## config.mk

```make
export PLATFORM = sky130hd
export DESIGN_NAME = alu_core_flat
export DESIGN_NICKNAME = d
export VERILOG_FILES = /design/src/rtl/alu_pkg.sv /design/src/rtl/alu_if.sv /design/src/rtl/alu_exec.sv /design/src/rtl/alu_core.sv /design/src/flat_wrapper.sv
export SDC_FILE = /design/constraint.sdc
export NUM_CORES = 1
export LEC_CHECK = 0
export CAP_MARGIN = 20
export CORE_MARGIN = 2
export CORE_UTILIZATION = 48
export CTS_CLUSTER_SIZE = 8
export DETAILED_ROUTE_END_ITERATION = 12
export PLACE_DENSITY = 0.77
export SLEW_MARGIN = 20
export SYNTH_ARGS = -nofsm -noshare
export SYNTH_HDL_FRONTEND = slang
export SYNTH_SLANG_ARGS = --single-unit
```

## constraint.sdc

```tcl
create_clock -name clk -period 2.47 [get_ports clk]
set_input_delay 0.6175 -clock clk [delete_from_list [all_inputs] [get_ports clk]]
set_output_delay 0.6175 -clock clk [all_outputs]
set_load 0.02 [all_outputs]
```

## src/rtl/alu_pkg.sv

```systemverilog
// Shared encodings and widths for the 6-bit signed ALU (RTL and bench).
package alu_pkg;

  localparam int unsigned OPND_W = 5;
  localparam int unsigned RES_W  = 6;

  // Mode is {b_en, a_en}
  typedef enum logic [1:0] {
    MODE_IDLE = 2'b00,
    MODE_A    = 2'b01,
    MODE_B01  = 2'b10,
    MODE_B11  = 2'b11
  } OP_MODE_t;

  typedef enum logic {
    ALU_DIS = 1'b0,
    ALU_ENA = 1'b1
  } ALU_EN_STATE_t;

  typedef enum logic [2:0] {
    A_ADD  = 3'd0,
    A_SUB  = 3'd1,
    A_XOR  = 3'd2,
    A_AND1 = 3'd3,
    A_AND2 = 3'd4,
    A_OR   = 3'd5,
    A_XNOR = 3'd6,
    A_NULL = 3'd7
  } OP_A_t;

  typedef enum logic [1:0] {
    B01_NAND = 2'd0,
    B01_ADD1 = 2'd1,
    B01_ADD2 = 2'd2,
    B01_NULL = 2'd3
  } OP_B01_t;

  typedef enum logic [1:0] {
    B11_XOR     = 2'd0,
    B11_XNOR    = 2'd1,
    B11_A_SUB_1 = 2'd2,
    B11_B_ADD_2 = 2'd3
  } OP_B11_t;

  // What an issued cycle does to the output stage
  typedef enum logic [1:0] {
    KIND_OFF  = 2'd0,
    KIND_IDLE = 2'd1,
    KIND_OP   = 2'd2
  } op_kind_t;

  function automatic logic [RES_W-1:0] sext(input logic [OPND_W-1:0] x);
    return {{(RES_W - OPND_W){x[OPND_W-1]}}, x};
  endfunction

  function automatic OP_MODE_t decode_mode(input logic a_en, input logic b_en);
    return OP_MODE_t'({b_en, a_en});
  endfunction

endpackage

```

## src/rtl/alu_if.sv

```systemverilog
// ALU bus between the driver (master) and the ALU core (slave).
interface alu_if #(
  parameter int unsigned CNT_W = 8
) ();

  logic                       ALU_en;
  logic                       a_en;
  logic                       b_en;
  logic [2:0]                 a_op;
  logic [1:0]                 b_op;
  logic [alu_pkg::OPND_W-1:0] A;
  logic [alu_pkg::OPND_W-1:0] B;
  logic [alu_pkg::RES_W-1:0]  C;
  logic                       c_valid;
  logic                       null_op;
  logic [CNT_W-1:0]           op_cnt;

  modport master (
    output ALU_en, a_en, b_en, a_op, b_op, A, B,
    input  C, c_valid, null_op, op_cnt
  );

  modport slave (
    input  ALU_en, a_en, b_en, a_op, b_op, A, B,
    output C, c_valid, null_op, op_cnt
  );

endinterface

```

## src/rtl/alu_exec.sv

```systemverilog
// Combinational mode decode and compute on sign-extended operands.
module alu_exec
  import alu_pkg::*;
(
  input  logic              i_a_en,
  input  logic              i_b_en,
  input  logic [2:0]        i_a_op,
  input  logic [1:0]        i_b_op,
  input  logic [OPND_W-1:0] i_a,
  input  logic [OPND_W-1:0] i_b,
  output logic [RES_W-1:0]  o_result,
  output logic              o_is_null,
  output logic              o_is_idle
);

  logic [RES_W-1:0] w_a;
  logic [RES_W-1:0] w_b;
  OP_MODE_t         w_mode;

  assign w_a    = sext(i_a);
  assign w_b    = sext(i_b);
  assign w_mode = decode_mode(i_a_en, i_b_en);

  // Select the result for the decoded mode/opcode; arithmetic wraps mod 64
  always_comb begin
    o_result  = '0;
    o_is_null = 1'b0;
    o_is_idle = 1'b0;
    unique case (w_mode)
      MODE_IDLE: o_is_idle = 1'b1;
      MODE_A: begin
        unique case (OP_A_t'(i_a_op))
          A_ADD:          o_result = w_a + w_b;
          A_SUB:          o_result = w_a - w_b;
          A_XOR:          o_result = w_a ^ w_b;
          A_AND1, A_AND2: o_result = w_a & w_b;
          A_OR:           o_result = w_a | w_b;
          A_XNOR:         o_result = ~(w_a ^ w_b);
          A_NULL:         o_is_null = 1'b1;
        endcase
      end
      MODE_B01: begin
        unique case (OP_B01_t'(i_b_op))
          B01_NAND:           o_result = ~(w_a & w_b);
          B01_ADD1, B01_ADD2: o_result = w_a + w_b;
          B01_NULL:           o_is_null = 1'b1;
        endcase
      end
      MODE_B11: begin
        unique case (OP_B11_t'(i_b_op))
          B11_XOR:     o_result = w_a ^ w_b;
          B11_XNOR:    o_result = ~(w_a ^ w_b);
          B11_A_SUB_1: o_result = w_a - RES_W'(1);
          B11_B_ADD_2: o_result = w_b + RES_W'(2);
        endcase
      end
    endcase
  end

endmodule

```

## src/rtl/alu_core.sv

```systemverilog
// ALU core: optional pipeline stage, registered result, valid/null flags and
// a saturating count of valid results.
module alu_core
  import alu_pkg::*;
#(
  parameter int unsigned LATENCY = 1,  // 1 or 2; anything other than 2 behaves as 1
  parameter int unsigned CNT_W   = 8
) (
  input logic clk,
  input logic rst,
  alu_if.slave bus
);

  logic [RES_W-1:0] w_result;
  logic             w_is_null;
  logic             w_is_idle;
  op_kind_t         w_kind;
  op_kind_t         w_st_kind;
  logic [RES_W-1:0] w_st_res;
  logic             w_st_null;

  logic [RES_W-1:0] r_c;
  logic             r_valid;
  logic             r_null;
  logic [CNT_W-1:0] r_op_cnt;

  alu_exec u_exec (
    .i_a_en   (bus.a_en),
    .i_b_en   (bus.b_en),
    .i_a_op   (bus.a_op),
    .i_b_op   (bus.b_op),
    .i_a      (bus.A),
    .i_b      (bus.B),
    .o_result (w_result),
    .o_is_null(w_is_null),
    .o_is_idle(w_is_idle)
  );

  assign w_kind = !bus.ALU_en ? KIND_OFF : (w_is_idle ? KIND_IDLE : KIND_OP);

  if (LATENCY == 2) begin : g_lat2
    op_kind_t         r_s1_kind;
    logic [RES_W-1:0] r_s1_res;
    logic             r_s1_null;

    // Stage 1; reset flushes to idle so no result emerges after reset
    always_ff @(posedge clk) begin
      if (rst) begin
        r_s1_kind <= KIND_IDLE;
        r_s1_res  <= '0;
        r_s1_null <= 1'b0;
      end else begin
        r_s1_kind <= w_kind;
        r_s1_res  <= w_result;
        r_s1_null <= w_is_null;
      end
    end

    assign w_st_kind = r_s1_kind;
    assign w_st_res  = r_s1_res;
    assign w_st_null = r_s1_null;
  end else begin : g_lat1
    assign w_st_kind = w_kind;
    assign w_st_res  = w_result;
    assign w_st_null = w_is_null;
  end

  // Output stage: disable clears C, idle holds C, ops load C and count
  always_ff @(posedge clk) begin
    if (rst) begin
      r_c      <= '0;
      r_valid  <= 1'b0;
      r_null   <= 1'b0;
      r_op_cnt <= '0;
    end else begin
      case (w_st_kind)
        KIND_OFF: begin
          r_c     <= '0;
          r_valid <= 1'b0;
          r_null  <= 1'b0;
        end
        KIND_OP: begin
          r_c     <= w_st_res;
          r_valid <= 1'b1;
          r_null  <= w_st_null;
          if (r_op_cnt != {CNT_W{1'b1}}) begin
            r_op_cnt <= r_op_cnt + CNT_W'(1);
          end
        end
        default: begin
          r_valid <= 1'b0;
          r_null  <= 1'b0;
        end
      endcase
    end
  end

  assign bus.C       = r_c;
  assign bus.c_valid = r_valid;
  assign bus.null_op = r_null;
  assign bus.op_cnt  = r_op_cnt;

endmodule

```

## src/flat_wrapper.sv

```systemverilog
// flat-port wrapper written by rule: the top's interface ports become plain ports
module alu_core_flat import alu_pkg::*;
#(
  parameter int unsigned LATENCY = 1,                                               
  parameter int unsigned CNT_W   = 8
)
  (clk, rst, bus_ALU_en, bus_a_en, bus_b_en, bus_a_op, bus_b_op, bus_A, bus_B, bus_C, bus_c_valid, bus_null_op, bus_op_cnt);
  alu_if #(.CNT_W(CNT_W)) bus_i ();
  input logic clk;
  input logic rst;
  input wire logic [$bits(bus_i.ALU_en)-1:0] bus_ALU_en;
  input wire logic [$bits(bus_i.a_en)-1:0] bus_a_en;
  input wire logic [$bits(bus_i.b_en)-1:0] bus_b_en;
  input wire logic [$bits(bus_i.a_op)-1:0] bus_a_op;
  input wire logic [$bits(bus_i.b_op)-1:0] bus_b_op;
  input wire logic [$bits(bus_i.A)-1:0] bus_A;
  input wire logic [$bits(bus_i.B)-1:0] bus_B;
  output wire logic [$bits(bus_i.C)-1:0] bus_C;
  output wire logic [$bits(bus_i.c_valid)-1:0] bus_c_valid;
  output wire logic [$bits(bus_i.null_op)-1:0] bus_null_op;
  output wire logic [$bits(bus_i.op_cnt)-1:0] bus_op_cnt;
  assign bus_i.ALU_en = bus_ALU_en;
  assign bus_i.a_en = bus_a_en;
  assign bus_i.b_en = bus_b_en;
  assign bus_i.a_op = bus_a_op;
  assign bus_i.b_op = bus_b_op;
  assign bus_i.A = bus_A;
  assign bus_i.B = bus_B;
  assign bus_C = bus_i.C;
  assign bus_c_valid = bus_i.c_valid;
  assign bus_null_op = bus_i.null_op;
  assign bus_op_cnt = bus_i.op_cnt;
  alu_core #(.LATENCY(LATENCY), .CNT_W(CNT_W)) u_core (.clk(clk), .rst(rst), .bus(bus_i));
endmodule
```

# Word-level counts from Yosys, hierarchy flattened
# Index checks and enable logic that the tools add are counted.
[op_classes] n_bitwise=6 reduce_logical=9 addsub=5 n_mux=12 n_eq_ne=15
[op_table] op="6-bit case mux with 6 select lines" n=1
[op_table] op="6-bit case mux with 2 select lines" n=2
[op_table] op="6-bit case mux with 4 select lines" n=1
[op_table] op="6-bit case mux with 3 select lines" n=1
[op_table] op="3-bit == test, second input constant" n=4
[op_table] op="6-bit inverter" n=2
[op_table] op="2-bit == test, second input constant" n=5
[op_table] op="8-bit by 1-bit adder with 8-bit output, second input constant" n=1
[op_table] op="8-bit != test, second input constant" n=1
[op_table] op="5-bit by 3-bit adder with 6-bit output, second input constant" n=1
[op_table] op="5-bit by 5-bit adder with 6-bit output" n=1
[op_table] op="6-bit AND" n=1
[op_table] op="3-bit by 2-bit == test with 1-bit output, second input constant" n=2
[op_table] op="2-bit zero test" n=3
[op_table] op="6-bit OR" n=1
[op_table] op="2-bit OR reduction" n=3
[op_table] op="5-bit by 2-bit subtractor with 6-bit output, second input constant" n=1
[op_table] op="5-bit by 5-bit subtractor with 6-bit output" n=1
[op_table] op="6-bit bitwise XOR" n=1
[op_table] op="2-bit by 1-bit == test with 1-bit output, second input constant" n=2
[op_table] op="1-bit 2-to-1 mux" n=4
[op_table] op="2-bit 2-to-1 mux" n=2
[op_table] op="3-bit by 1-bit == test with 1-bit output, second input constant" n=1
[op_table] op="3-bit zero test" n=1
[op_table] op="4 further kinds" n=4
[totals] wordCells=51 regBits=16 input_bits=20

# Logic depth before layout (Yosys ltp)
[logic_depth] depth_word=7 mapped_depth=10 depth_no_buf=10

# By module
# A second synthesis with hierarchy kept.
[hier_totals] hier_cells=270 area_unflattened_um2=2134.5
[by_module_without_submodules] mod="alu_exec" seq_area_each_um2=0.0 n_inst=1 cells_each=197 area_each_um2=1407.6
[by_module_without_submodules] mod="alu_core" seq_area_each_um2=320.3 n_inst=1 cells_each=73 area_each_um2=726.9

# Worst setup path before layout
# Ideal clock, no wire load.
[synth_path] path_kind="input to register" start="input bus_B[0]" end="register u_core.r_c[4], in the netlist u_core.bus.C[4]" n_path_buf=0 stages=9 slack_ns=0.134 arrival_time_ns=2.221 setup_time_ns=0.115 cell_sequence="ha_1 -> inv_1 -> fa_1 -> nand2b_1 -> a21oi_1 -> a22o_1 -> o221a_1 -> o221ai_1 -> o21a_1"
[synth_between] elab_chain_len=4 word_cells_on_any_way=8 classes_between="3 x add/sub; 5 x mux"
[synth_lines] element="start: declaration" line="flat_wrapper.sv:17" source="input wire logic [$bits(bus_i.B)-1:0] bus_B;"
[synth_lines] element="5-bit by 5-bit subtractor with 6-bit output, or another cell as far along" line="alu_exec.sv:34" source="A_SUB: o_result = w_a - w_b;"
[synth_lines] element="6-bit case mux with 6 select lines, or another cell as far along" line="alu_exec.sv:32" source="unique case (OP_A_t'(i_a_op))"
[synth_lines] element="6-bit case mux with 3 select lines *" line="alu_exec.sv:29" source="unique case (w_mode)"
[synth_lines] element="6-bit case mux with 2 select lines *" line="alu_core.sv:76" source="case (w_st_kind)"
[synth_lines] element="end signal: assignment" line="alu_core.sv:83" source="r_c <= w_st_res;"
[synth_lines] element="end: declaration" line="alu_core.sv:22" source="logic [RES_W-1:0] r_c;"
# Mark *: on every way between the ends. The rest lies on a longest branch, timed or not.
# A chain may end at the register's enable or synchronous reset.

# Final worst setup path
[layout_path] start="input bus_B[3]" end="register u_core.r_c[4], in the netlist u_core.bus.C[4]"
# Same word-level chain as after synthesis.

==> run_results.csv <==
group,metric,value,unit
timing,fin_tns_setup,0,ns
power_and_ir_drop,seqPwrFrac,28.0,%
clock_tree,ctsLongestPathBuffers,2,
route,drtIter0Drc,201,
logic_synthesis,ys_seq_elements,16,
logic_synthesis,synth_flop_cell,"dfxtp_1",
die,initial_core_util,49.32,%
hold_path,hold_path.class,"reg -> reg",
layout,num_antenna_cells,0,
logic_synthesis,seq_area_frac_synth,16.47,%
clock_tree,cts-hold-fix-buffers,0,
timing,drv_slew,0,
power_and_ir_drop,internal_power,0.0006434,W
logic_synthesis,synth_area,1944,um^2
power_and_ir_drop,power_density,336.8,nW/um^2
timing,min_period_over_period,96.93,%
clock_tree,cts_sinks,16,
timing,max_freq,417.7,MHz
global_routing,grt_max_degree,14,
route,post_drt_wl_per_cell,16.11,um
clock_tree,tritoncts,"done",
logic_synthesis,synth_top_cells_by_area,"ha_1 (17%), dfxtp_1 (16%), inv_1 (5.8%)",
global_routing,antenna_found_initial,0,
worst_setup_path,r2r-end,"u_core.bus.op_cnt[4]",
logic_synthesis,synth_warnings,0,
route,via_count,2255,
clock_tree,cts-root-buf,"clkbuf_8",
logic_synthesis,synth_area_leader_cell,"ha_1",
logic_synthesis,synthCells,259,
layout,seqCellArea,320.3,um^2
timing,rsz0062_at_grt,"true",
timing,worst_pin_slew,0.3608,ns
worst_setup_path,crit_required,2.62,ns
logic_synthesis,netlist_top_cells_count,"inv_1 (30), ha_1 (27), nor2_1 (22)",
global_routing,grt_pass1_wl,9908,um
route,drc_errors,0,
die,fp.dieW,67.65,um
run,cap_violations,0,
worst_setup_path,end_kind,"register",
layout,nFillCells,292,
placed_design,port_buffers,35,
layout,nNetsFinal,397,
hold_path,hold_end,"u_core.bus.C[3]",
worst_setup_path,worstSetupStartpointType,"primary input",
power_and_ir_drop,p_sw_share,34.77,%
clock_tree,clk_pin_slew,0.06,ns
power_and_ir_drop,power,0.0009865,W
layout,layout-drive-gt1-share,27.38,%
timing,relSlewSlack,75.73,%
timing,finalClockSkew,0.0005304,ns
timing,final_hold_viol_count,0,
worst_setup_path,crit_arrival,2.54,ns
clock_tree,clk_latency,0.25,ns
hold_path,min_from,"u_core.bus.C[3]",
die,die_area,4576,um^2
route,first_pass_iters,5,
die,io-pin-count,36,
run_status,status,"finished clean",
layout,multi_input_area,1546,um^2
timing,hold_ws,0.4683,ns
power_and_ir_drop,leakage,1.299,nW
worst_setup_path,timing.critical_path.fanout_max,4,
worst_setup_path,timing.rr.start,"u_core.bus.op_cnt[3]",
power_and_ir_drop,ir_drop,0.2059,mV
logic_synthesis,synth_nets,308,
worst_setup_path,crit_type,"in -> reg",
hold_path,hold_depth,2,
route,drt_wl_total,6395,um
global_routing,grt_pass1_vias,2169,
logic_synthesis,yosys.area.top_type_share,17.37,%
logic_synthesis,synth_cell_types,51,
logic_synthesis,syn_avg_cell_area,7.507,um^2
power_and_ir_drop,p_clk_share,23.8,%
worst_setup_path,r2r_slack,0.88,ns
placed_design,place_hpwl,5055,um
global_routing,grt_usage,28.65,%
die,die_h,67.65,um
route,via_per_inst,5.680,
die,rows,23,
timing,fin_crit,2.394,ns
power_and_ir_drop,p_sw,0.0003430,W
logic_synthesis,synthArstFlopShare,0,%
placed_design,gp_congestion,0.9855,
die,core_region_area,3943,um^2
layout,syn_to_final_growth,50.64,%
power_and_ir_drop,p_comb_share,48.2,%
clock_tree,numCtsBuffers,3,
worst_setup_path,r2r_cells,6,
logic_synthesis,synth-edff-count,0,
timing,setup_viol,0,
route,ant_nets,0,
global_routing,grt_overflow,0,
logic_synthesis,synth_most_common_cell,"inv_1",
clock_tree,cts_max_level,1,
==> metal layers <==
metal | vias to the layer above | wire length (um) | GRT usage, %
met5 | - | 0 | 0
met2 | 108 | 3047 | 49.26
met4 | 0 | 199 | 10.97
li1 | 1102 | - | -
met1 | 1020 | 2739 | 35.93
met3 | 25 | 408 | 3.833
==> placed cells by master (no fill, tap or decap), drive strengths merged, types with 8 or more instances in the layout <==
master and instances:
o22ai 8, dfxtp 16, nand2 19, o21ai 17, ha 27, clkdlybuf4s50 28, nor2 22, inv 35
buf 60, xor2 8, a21oi 11
==> final cells by class <==
| cell class | instances | area share [%] |
|---|---|---|
| repair buffers | 95 | 27.68 |
| inverters | 35 | 4.571 |
| flip-flops and latches | 16 | 10.94 |
| well taps | 50 | 2.136 |
| multi-input cells | 197 | 52.80 |
| clock buffers | 4 | 1.880 |
==> stage by stage <==
stage / worst slack, ns / util, % / area [um^2] / std cells
global placement: -0.4099 / 69.22 / 2729 / 390
detailed placement: -0.4592 / 69.22 / 2729 / 390
global route: -0.01047 / 74.29 / 2929 / 397
CTS: 0.02724 / 72.71 / 2867 / 396
finish: 0.07589 / 74.29 / 2929 / 397
floorplan: 0.1341 / - / 1944 / 259
==> cells by family (layout without fill, tap and decap cells) <==
kind of cell	after synthesis	after routing	synth area share, %
AND/OR/NAND/NOR	78	78	19.11
AO/OA/AOI/OAI	75	75	28.38
buffers and inverters	46	134	9.653
adder cells (fa/ha/maj)	29	29	19.43
flip-flops	16	16	16.47
XOR/XNOR	13	13	5.856
multiplexers	2	2	1.094
==> timing repair <==
action,CTS,global route
buffers inserted,2,1
pin swaps,6,9
resized for setup,15,17
setup endpoints to repair,4,3
==> state kept, by name, summed over array words and instances (netlist names) <==
name                cells
u_core.bus.C            6
u_core.bus.c_valid      1
u_core.bus.null_op      1
u_core.bus.op_cnt       8
==> how the worst max path moves through the flow <==
stage	startpoint	endpoint	slack (ns)	cells after the start
after floorplan	bus_B[0]	u_core.bus.C[4]	0.13	9
after global placement	bus_B[1]	u_core.bus.C[5]	-0.41	8
after detailed placement	bus_B[1]	u_core.bus.C[5]	-0.46	8
after CTS	bus_B[1]	u_core.bus.C[3]	0.03	9
after global routing	bus_A[4]	u_core.bus.C[5]	-0.01	9
final	bus_B[3]	u_core.bus.C[4]	0.08	10
==> power by group through the flow <==
stage	Clock (W)	Sequential, W	Combinational [W]
after global routing	0.000248	0.000277	0.000512
final	0.000235	0.000276	0.000476
after detailed placement	0	0.000282	0.000433
after floorplan	0	0.000292	0.000219
after global placement	0	0.000281	0.000428
after CTS	0.000238	0.000276	0.000455
==> worst max-delay path: stages <==
cell             delay (ns)
clkdlybuf4s50_1        0.44
buf_4                  0.17
ha_1                   0.25
nor2_1                 0.16
a21oi_2                0.06
a22o_1                 0.25
buf_4                  0.13
a31oi_1                0.15
o221ai_1               0.13
o21a_1                 0.19
No activity file was read; power rests on OpenSTA's default activity.
